===== src/rtl/serial_pkg.sv =====
// Shared types and helpers for the serial transmit queue.
package serial_pkg;

  typedef enum logic [2:0] {IDLE, START, DATA, PAR, STOP} tx_state_t;

  localparam logic TX_IDLE_LEVEL = 1'b1;

  function automatic int frame_bits(input int data_w, input int stop_bits, input bit parity);
    return 1 + data_w + stop_bits + (parity ? 1 : 0);
  endfunction

endpackage


===== src/rtl/sync_fifo.sv =====
// Generic single-clock FIFO with registered occupancy; read data is the head entry, valid whenever not empty.
// Zero-latency head read; push ignored when full, pop ignored when empty.
module sync_fifo #(
  parameter int WIDTH = 8,
  parameter int DEPTH = 4
) (
  input  logic                           clk,
  input  logic                           reset,
  input  logic                           push,
  input  logic [WIDTH-1:0]               push_data,
  input  logic                           pop,
  output logic [WIDTH-1:0]               pop_data,
  output logic [$clog2(DEPTH+1)-1:0]     level,
  output logic                           full,
  output logic                           empty
);

  localparam int AW = $clog2(DEPTH);
  localparam int LW = $clog2(DEPTH+1);

  logic [WIDTH-1:0] mem [DEPTH];
  logic [AW-1:0]    wr_ptr;
  logic [AW-1:0]    rd_ptr;
  logic             do_push;
  logic             do_pop;

  assign full     = (level == LW'(DEPTH));
  assign empty    = (level == '0);
  assign do_push  = push && !full;
  assign do_pop   = pop && !empty;
  assign pop_data = mem[rd_ptr];

  always_ff @(posedge clk) begin
    if (do_push) mem[wr_ptr] <= push_data;
  end

  // DEPTH is a power of two, so the pointers wrap on natural overflow.
  always_ff @(posedge clk) begin
    if (reset) begin
      wr_ptr <= '0;
      rd_ptr <= '0;
      level  <= '0;
    end else begin
      if (do_push) wr_ptr <= wr_ptr + AW'(1);
      if (do_pop)  rd_ptr <= rd_ptr + AW'(1);
      if (do_push && !do_pop)      level <= level + LW'(1);
      else if (do_pop && !do_push) level <= level - LW'(1);
    end
  end

endmodule


===== src/rtl/serial_tx_queue.sv =====
// Queued serial transmitter: LSB-first start/data/stop frames, OVERSAMPLE clocks per bit; SERIAL_TX_PARITY_EN adds an even-parity bit.
// Latency: a word pushed into an empty, idle queue is popped on the next edge and its start bit follows immediately.
// Backpressure: wr_ready low while the FIFO is full; a write while full is dropped and sets sticky overflow.
module serial_tx_queue
  import serial_pkg::*;
#(
  parameter int DATA_W     = 8,
  parameter int DEPTH      = 4,
  parameter int OVERSAMPLE = 16,
  parameter int STOP_BITS  = 1
) (
  input  logic                       clk,
  input  logic                       reset,
  input  logic                       wr_valid,
  input  logic [DATA_W-1:0]          wr_data,
  output logic                       wr_ready,
  output logic                       tx,
  output logic                       busy,
  output logic                       frame_done,
  output logic [4:0]                 bic,
  output logic [$clog2(DEPTH+1)-1:0] level,
  output logic                       overflow,
  input  logic                       clr_overflow
);

`ifdef SERIAL_TX_PARITY_EN
  localparam bit PAR_EN = 1'b1;
`else
  localparam bit PAR_EN = 1'b0;
`endif

  localparam int              FRAME_BITS = frame_bits(DATA_W, STOP_BITS, PAR_EN);
  localparam int              CW         = $clog2(OVERSAMPLE);
  localparam logic [CW-1:0]   CNT_LAST   = CW'(OVERSAMPLE - 1);
  localparam logic [4:0]      LAST_DATA  = 5'(DATA_W);
  localparam logic [4:0]      LAST_BIC   = 5'(FRAME_BITS - 1);

  tx_state_t          state;
  logic [CW-1:0]      cnt;
  logic [DATA_W-1:0]  shreg;
  logic [DATA_W-1:0]  fifo_dout;
  logic               fifo_full;
  logic               fifo_empty;
  logic               push;
  logic               pop;
  logic               bit_end;
  logic               frame_end;

  assign wr_ready   = !fifo_full;
  assign push       = wr_valid && wr_ready;
  assign bit_end    = (cnt == CNT_LAST);
  assign frame_end  = (state == STOP) && bit_end && (bic == LAST_BIC);
  // Popping on the last stop cycle lets the next start bit follow with no idle gap.
  assign pop        = !fifo_empty && ((state == IDLE) || frame_end);
  assign busy       = (state != IDLE);
  assign frame_done = frame_end;

  sync_fifo #(.WIDTH(DATA_W), .DEPTH(DEPTH)) u_fifo (
    .clk       (clk),
    .reset     (reset),
    .push      (push),
    .push_data (wr_data),
    .pop       (pop),
    .pop_data  (fifo_dout),
    .level     (level),
    .full      (fifo_full),
    .empty     (fifo_empty)
  );

  always_ff @(posedge clk) begin
    if (reset) begin
      state <= IDLE;
      cnt   <= '0;
      bic   <= '0;
      shreg <= '0;
    end else begin
      cnt <= (state == IDLE || bit_end) ? '0 : cnt + CW'(1);
      case (state)
        IDLE: if (pop) begin
          state <= START;
          bic   <= '0;
          shreg <= fifo_dout;
        end
        START: if (bit_end) begin
          state <= DATA;
          bic   <= bic + 5'd1;
        end
        DATA: if (bit_end) begin
          shreg <= shreg >> 1;
          bic   <= bic + 5'd1;
`ifdef SERIAL_TX_PARITY_EN
          if (bic == LAST_DATA) state <= PAR;
`else
          if (bic == LAST_DATA) state <= STOP;
`endif
        end
        PAR: if (bit_end) begin
          state <= STOP;
          bic   <= bic + 5'd1;
        end
        STOP: if (frame_end) begin
          bic <= '0;
          if (pop) begin
            state <= START;
            shreg <= fifo_dout;
          end else begin
            state <= IDLE;
          end
        end else if (bit_end) begin
          bic <= bic + 5'd1;
        end
        default: state <= IDLE;
      endcase
    end
  end

`ifdef SERIAL_TX_PARITY_EN
  logic par_bit;
  always_ff @(posedge clk) begin
    if (reset)    par_bit <= 1'b0;
    else if (pop) par_bit <= ^fifo_dout;
  end
`endif

  // A write while full always sets the flag, even if a clear arrives on the same edge.
  always_ff @(posedge clk) begin
    if (reset)                      overflow <= 1'b0;
    else if (wr_valid && !wr_ready) overflow <= 1'b1;
    else if (clr_overflow)          overflow <= 1'b0;
  end

  always_comb begin
    tx = TX_IDLE_LEVEL;
    case (state)
      START: tx = ~TX_IDLE_LEVEL;
      DATA:  tx = shreg[0];
`ifdef SERIAL_TX_PARITY_EN
      PAR:   tx = par_bit;
`endif
      default: tx = TX_IDLE_LEVEL;
    endcase
  end

endmodule


===== config.mk =====
export PLATFORM = sky130hd
export DESIGN_NAME = serial_tx_queue
export DESIGN_NICKNAME = d
export VERILOG_FILES = /design/src/rtl/serial_pkg.sv /design/src/rtl/sync_fifo.sv /design/src/rtl/serial_tx_queue.sv
export SDC_FILE = /design/constraint.sdc
export NUM_CORES = 1
export LEC_CHECK = 0
export ABC_AREA = 0
export CORE_MARGIN = 1
export CORE_UTILIZATION = 30
export CTS_CLUSTER_SIZE = 14
export DETAILED_ROUTE_END_ITERATION = 8
export PLACE_DENSITY = 0.5
export SYNTH_ARGS = -nofsm -noshare
export SYNTH_HDL_FRONTEND = slang
export SYNTH_SLANG_ARGS = --single-unit

===== constraint.sdc =====
create_clock -name clk -period 2.3 [get_ports clk]
set_input_delay 0.46 -clock clk [delete_from_list [all_inputs] [get_ports clk]]
set_output_delay 0.46 -clock clk [all_outputs]
set_load 0.03 [all_outputs]

==> results of run 1 <==
## flip-flops by register name (all words and copies together) (netlist names), named ones only
signal and flops:
bic 5, cnt 4, overflow 1, shreg 8, state 3, u_fifo.level 3
u_fifo.mem 32, u_fifo.rd_ptr 2, u_fifo.wr_ptr 2
## final timing paths
path	startpoint	cells after the start	slack, ps	to
hold reg to reg	cnt[0]$_SDFF_PP0_	1	450	cnt[0]$_SDFF_PP0_
setup reg to reg	cnt[0]$_SDFF_PP0_	10	110	u_fifo.level[2]$_SDFFE_PP0P_
hold / removal	cnt[0]$_SDFF_PP0_	1	450	cnt[0]$_SDFF_PP0_
setup / recovery	cnt[0]$_SDFF_PP0_	6	80	frame_done
## Yosys cell counts, drive strengths merged
library cell  count
a211oi            8
a21oi            15
a221o             1
a221oi            1
a31o              1
a32oi             1
and2              1
and3              7
buf               5
clkbuf            3
dfxtp            30
edfxtp           32
fa                1
ha                9
inv              10
mux2i             2
mux4              8
nand2            11
nand2b            1
nand3             7
nand3b            1
nor2             30
nor2b             1
nor3              5
nor3b             3
nor4              1
o211ai            2
o21ai             4
o32a              1
or3               3
xnor2             6
xor2              5
## per-layer routing
layer  GRT usage (%)  vias to the layer above  wire length [µm]
met2           18.02                       36              2172
met4           7.353                        0               104
met5               0                        -                 0
li1                -                      862                 -
met1           15.63                      806              2422
met3           2.895                        8               196
## critical path, cell delays in order (launching register included)
cell and delay [ps]:
dfxtp_2 370, ha_4 150, and3_4 190, buf_4 150, and3_4 220, and3_2 180, buf_4 150
## cells by family after synthesis
logic type | share of synthesized area (%)
AND/OR/NAND/NOR | 13.63
flip-flops | 58.24
AO/OA/AOI/OAI | 9.146
buffers and inverters | 2.986
XOR/XNOR | 3.593
multiplexers | 7.466
adder cells (fa/ha/maj) | 4.946
## what timing repair did
item                       CTS  global route
pin swaps                    0             1
setup endpoints to repair    4             3
hold buffers                 0             0
setup buffers                0             1
gates resized for setup      4             5
## power breakdown
group | internal, mW | total (mW) | leakage (nW) | switching (mW)
combinational | 0.589 | 1.23 | 0.535 | 0.644
sequential | 1.37 | 1.54 | 0.542 | 0.171
clock | 0.403 | 0.866 | 0.0906 | 0.464
total | 2.36 | 3.64 | 1.17 | 1.28
## area by class of cell
class / instances / share of cell area, %
Inverter: 10 / 1.121
Sequential cell: 62 / 46.90
Multi-Input combinational cell: 136 / 32.70
Clock inverter: 7 / 1.682
Timing Repair Buffer: 36 / 9.865
Tap cell: 108 / 4.036
Clock buffer: 9 / 3.700
==> impl_metrics.yaml, run 1 <==
status:
  status: "finished, final reports clean"
synthesis:
  synth-seq-cells: 62
  synth_area_um2: 2681
  synth_fp_nets: 238
  synth_largest_area_cell: "edfxtp_1"
  ys_top_cells_by_area: "edfxtp_1 36%, dfxtp_1 22%, mux4_2 6.7%, ha_1 4.2%, nor2_1 4.2%"
  yosys.area.top_type_share_pct: 35.84
  ys_seq_area_share_pct: 58.24
  syn_avg_cell_area_um2: 12.41
  syn_inst: 216
  synth_cell_types: 42
  yosysWarnings: 0
floorplan:
  die-area_um2: 9320
  core_area_um2: 8678
  start_util_pct: 30.90
  placementRows: 34
  die_y_um: 96.54
  die_w_um: 96.54
  io_pins: 25
clock_network:
  cts_tree: "done"
  clk_latency_ps: 340
  cts_htree_levels: 3
  clkTransAtPathRegs_ps: 70
  numCtsBuffers: 9
  cts_buffer_depth: 2
  clock_sinks: 62
  clock-root-buffer: "clkbuf_8"
timing:
  whs_ps: 454.7
  fin_crit_sh_pct: 96.51
  max_slew_margin_pct: 64.48
  fin_crit_ps: 2220
  finalSetupTns_ps: 0
  worstMarginPinSlew_ps: 532.1
  final.setup_skew_ps: 5.520
  fmax_mhz: 450.5
  timing_hold_violations_final: 0
  setup_violations: 0
  rsz0062_at_grt: "no"
  slew_violations: 0
  setup_slack_ps: 80.19
routing:
  totalWireLength_mm: 4.896
  vias: 1712
  dr.pass1.iters: 4
  vias_per_cell: 4.652
  post-route-drc-count: 0
  drtAntennaViolNets: 0
  first_iter_violations: 74
  wire_per_inst_um: 13.30
placed_design:
  place_inst: 351
  place_ws_ps: -45.32
  dp_hpwl_mm: 3.420
  place_area_um2: 3132
  port_buffers: 24
  gp_congestion: 0.7189
critical_path:
  crit_fanout: 6
  crit_path_end_kind: "output port"
  critPathKind: "reg2out"
  critPathLaunchType: "register"
  cp_data_arrival_time_ps: 1760
  required_ps: 1840
global_route:
  grt_start_max_net_pins: 23
  grt_remaining_overflow: 0
  antenna_found_initial: 0
  groute.usage.overall_pct: 12.02
  grt_pass1_wl_mm: 8.148
  grt_pass1_vias: 1702
finish:
  final_layout_size_suffix_gt1_share_pct: 24.23
  final_common_cell: "edfxtp_1"
  final_cell_mix: "32 x edfxtp_1, 30 x nor2_1, 23 x dfxtp_1"
  layout.cells.non_filler: 368
  fin_area_um2: 3348
  multiInputGateArea_um2: 1095
  nets: 277
  fin_util_pct: 38.58
  num_antenna_cells: 0
  n_fill_cell: 855
  syn2layout_area_growth_pct: 24.87
  seq_area_um2: 1570
power_and_ir_drop:
  power_leakage_nw: 1.167
  irDropWorstVdd_uv: 335.0
  power.density_nw_per_um2: 1087
  p_total_mw: 3.641
run:
  cap_violations: 0
hold_path:
  worst_hold_path_type: "reg2reg"
(Power assumes the default switching activity.)
==> run 2, diff against run 1 <==
==> constraint.sdc (replaced) <==
create_clock -name clk -period 2.3 [get_ports clk]
set_input_delay 0.46 -clock clk [delete_from_list [all_inputs] [get_ports clk]]
set_output_delay 0.46 -clock clk [all_outputs]
set_load 0.005 [all_outputs]
==> run 2 against run 1 <==
Against the previous run:
- worst setup slack got worse by 66 ps
- design area rose by 1.9%
- via count grew 1.5%
- maximum frequency decreased by 2.9%
- count of clock-buffer cells in the layout is the same
- worst hold slack improved by 2.2 ps
- die area unchanged
- critical path type is now reg2reg
- highest routed layer unchanged
==> impl_metrics.yaml, run 2 (synthesis results as in run 1) <==
status:
  status: "finished, final reports clean"
floorplan:
  placementRows: 34
  io_pins: 25
  core_area_um2: 8678
  die-area_um2: 9320
  start_util_pct: 30.90
  die_y_um: 96.54
  die_w_um: 96.54
power_and_ir_drop:
  power_switching_mw: 1.218
  p_comb_share_pct: 34.3
  internal_power_mw: 2.410
  clock_power_share_pct: 24.2
  irDropWorstVdd_uv: 379.9
  p_sw_share_pct: 33.58
  power.density_nw_per_um2: 1064
  power_leakage_nw: 1.200
  p_seq_share_pct: 41.5
timing:
  fmax_mhz: 437.4
  slew_violations: 0
  max_slew_margin_pct: 61.00
  whs_ps: 456.9
  timing_hold_violations_final: 0
  rsz0062_at_grt: "yes"
  fin_crit_sh_pct: 99.40
  fin_crit_ps: 2286
  worstMarginPinSlew_ps: 584.2
  final.setup_skew_ps: 6.015
  setup_violations: 0
finish:
  final_common_cell: "edfxtp_1"
  syn2layout_area_growth_pct: 27.20
  nets: 284
  layout.cells.non_filler: 375
  fin_util_pct: 39.30
  final_cell_mix: "32 x edfxtp_1, 30 x nor2_1, 27 x dfxtp_1"
  regMostFlops: "u_fifo.mem"
  num_antenna_cells: 0
  n_fill_cell: 872
  largest_reg_flops: 32
  largestRegisters: "u_fifo.mem (32), shreg (8), bic (5)"
  final_layout_size_suffix_gt1_share_pct: 25.47
critical_path:
  critPathKind: "reg2reg"
  crit_path_end_kind: "register"
  cp_data_arrival_time_ps: 2560
  critPathLaunchType: "register"
  required_ps: 2580
  crit_fanout: 4
hold_path:
  worst_hold_path_type: "reg2reg"
clock_network:
  cts_tree: "done"
  clkTransAtPathRegs_ps: 80
  cts_htree_levels: 3
  clock_sinks: 62
  clock-root-buffer: "clkbuf_8"
  numCtsBuffers: 9
  cts_buffer_depth: 2
  clk_latency_ps: 340
routing:
  vias_per_cell: 4.635
  post-route-drc-count: 0
  totalWireLength_mm: 5.003
  dr.pass1.iters: 5
  wire_per_inst_um: 13.34
  first_iter_violations: 39
  drtAntennaViolNets: 0
  vias: 1738
global_route:
  groute.usage.overall_pct: 12.20
  grt_pass1_vias: 1748
  grt_start_max_net_pins: 23
  grt_pass1_wl_mm: 8.266
  antenna_found_initial: 0
  grt_remaining_overflow: 0
placed_design:
  gp_congestion: 0.7325
  port_buffers: 24
  place_inst: 355
  dp_hpwl_mm: 3.468
run:
  cap_violations: 0
-- run 2: cell type report --
class,count,area [µm²],share of cell area [%]
inverter,10,37.54,1.101
timing repair buffer,43,381.6,11.19
sequential,62,1565,45.89
clock buffer,9,123.9,3.632
clock inverter,7,57.56,1.687
tap,108,135.1,3.962
multi-input combinational,136,1110,32.54
-- run 2: power groups by stage --
stage / combinational (mW) / sequential [mW] / clock [mW]
2_1_floorplan: 0.839 / 1.47 / 0
3_3_place_gp: 1.18 / 1.52 / 0
3_5_place_dp: 1.17 / 1.53 / 0
4_1_cts: 1.18 / 1.51 / 0.907
5_1_grt: 1.40 / 1.53 / 0.959
6_report: 1.24 / 1.51 / 0.879
-- run 2: critical path, stage by stage (launching register included) --
cell and delay (ps):
dfxtp_2 340, ha_4 150, and3_4 200, a31o_4 250
nand2_4 70, ha_4 130, inv_2 40, fa_2 390
xor2_2 160, or3_4 370, a21oi_2 130
-- run 2: timing repair --
action | 4_1_cts | 5_1_grt
pin swaps | 2 | 7
endpoints found under the setup margin | 1 | 2
resized for setup | 6 | 7
setup buffers | 2 | 3
hold endpoints to repair | 0 | 0
hold buffers | 0 | 0
-- run 2: stage by stage --
stage / area, µm² / TNS, ps / setup slack [ps] / power, mW
finish: 3411 / 0 / 13.74 / 3.628
global route: 3411 / -69.18 / -69.18 / 3.889
CTS: 3373 / 0 / 4.404 / 3.598
floorplan: 2713 / 0 / 3.287 / 2.310
global placement: 3158 / -24.05 / -24.05 / 2.697
detailed placement: 3158 / -45.74 / -45.74 / 2.699
-- run 2: worst paths after layout --
check	cells past startpoint	end	slack [ps]	start
max	10	u_fifo.level[2]$_SDFFE_PP0P_	10	cnt[0]$_SDFF_PP0_
min	2	shreg[4]$_SDFFE_PP0P_	460	shreg[5]$_SDFFE_PP0P_
max reg2reg	10	u_fifo.level[2]$_SDFFE_PP0P_	10	cnt[0]$_SDFF_PP0_
min reg2reg	2	shreg[4]$_SDFFE_PP0P_	460	shreg[5]$_SDFFE_PP0P_
-- run 2: metal layers --
| metal | global-route usage [%] | share of wire (%) |
|---|---|---|
| met5 | 0 | 0 |
| met4 | 4.412 | 0.28 |
| met3 | 4.851 | 3.9 |
| met2 | 18.60 | 48 |
| met1 | 15.62 | 48 |
==> run 3, diff against run 2 <==
--- a/config.mk
+++ b/config.mk
@@ -5,7 +5,6 @@
 export SDC_FILE = /design/constraint.sdc
 export NUM_CORES = 1
 export LEC_CHECK = 0
-export ABC_AREA = 0
 export CORE_MARGIN = 1
 export CORE_UTILIZATION = 30
 export CTS_CLUSTER_SIZE = 14
==> results of run 3 <==
Final layout, timing and power as in run 2 (identical DEF).
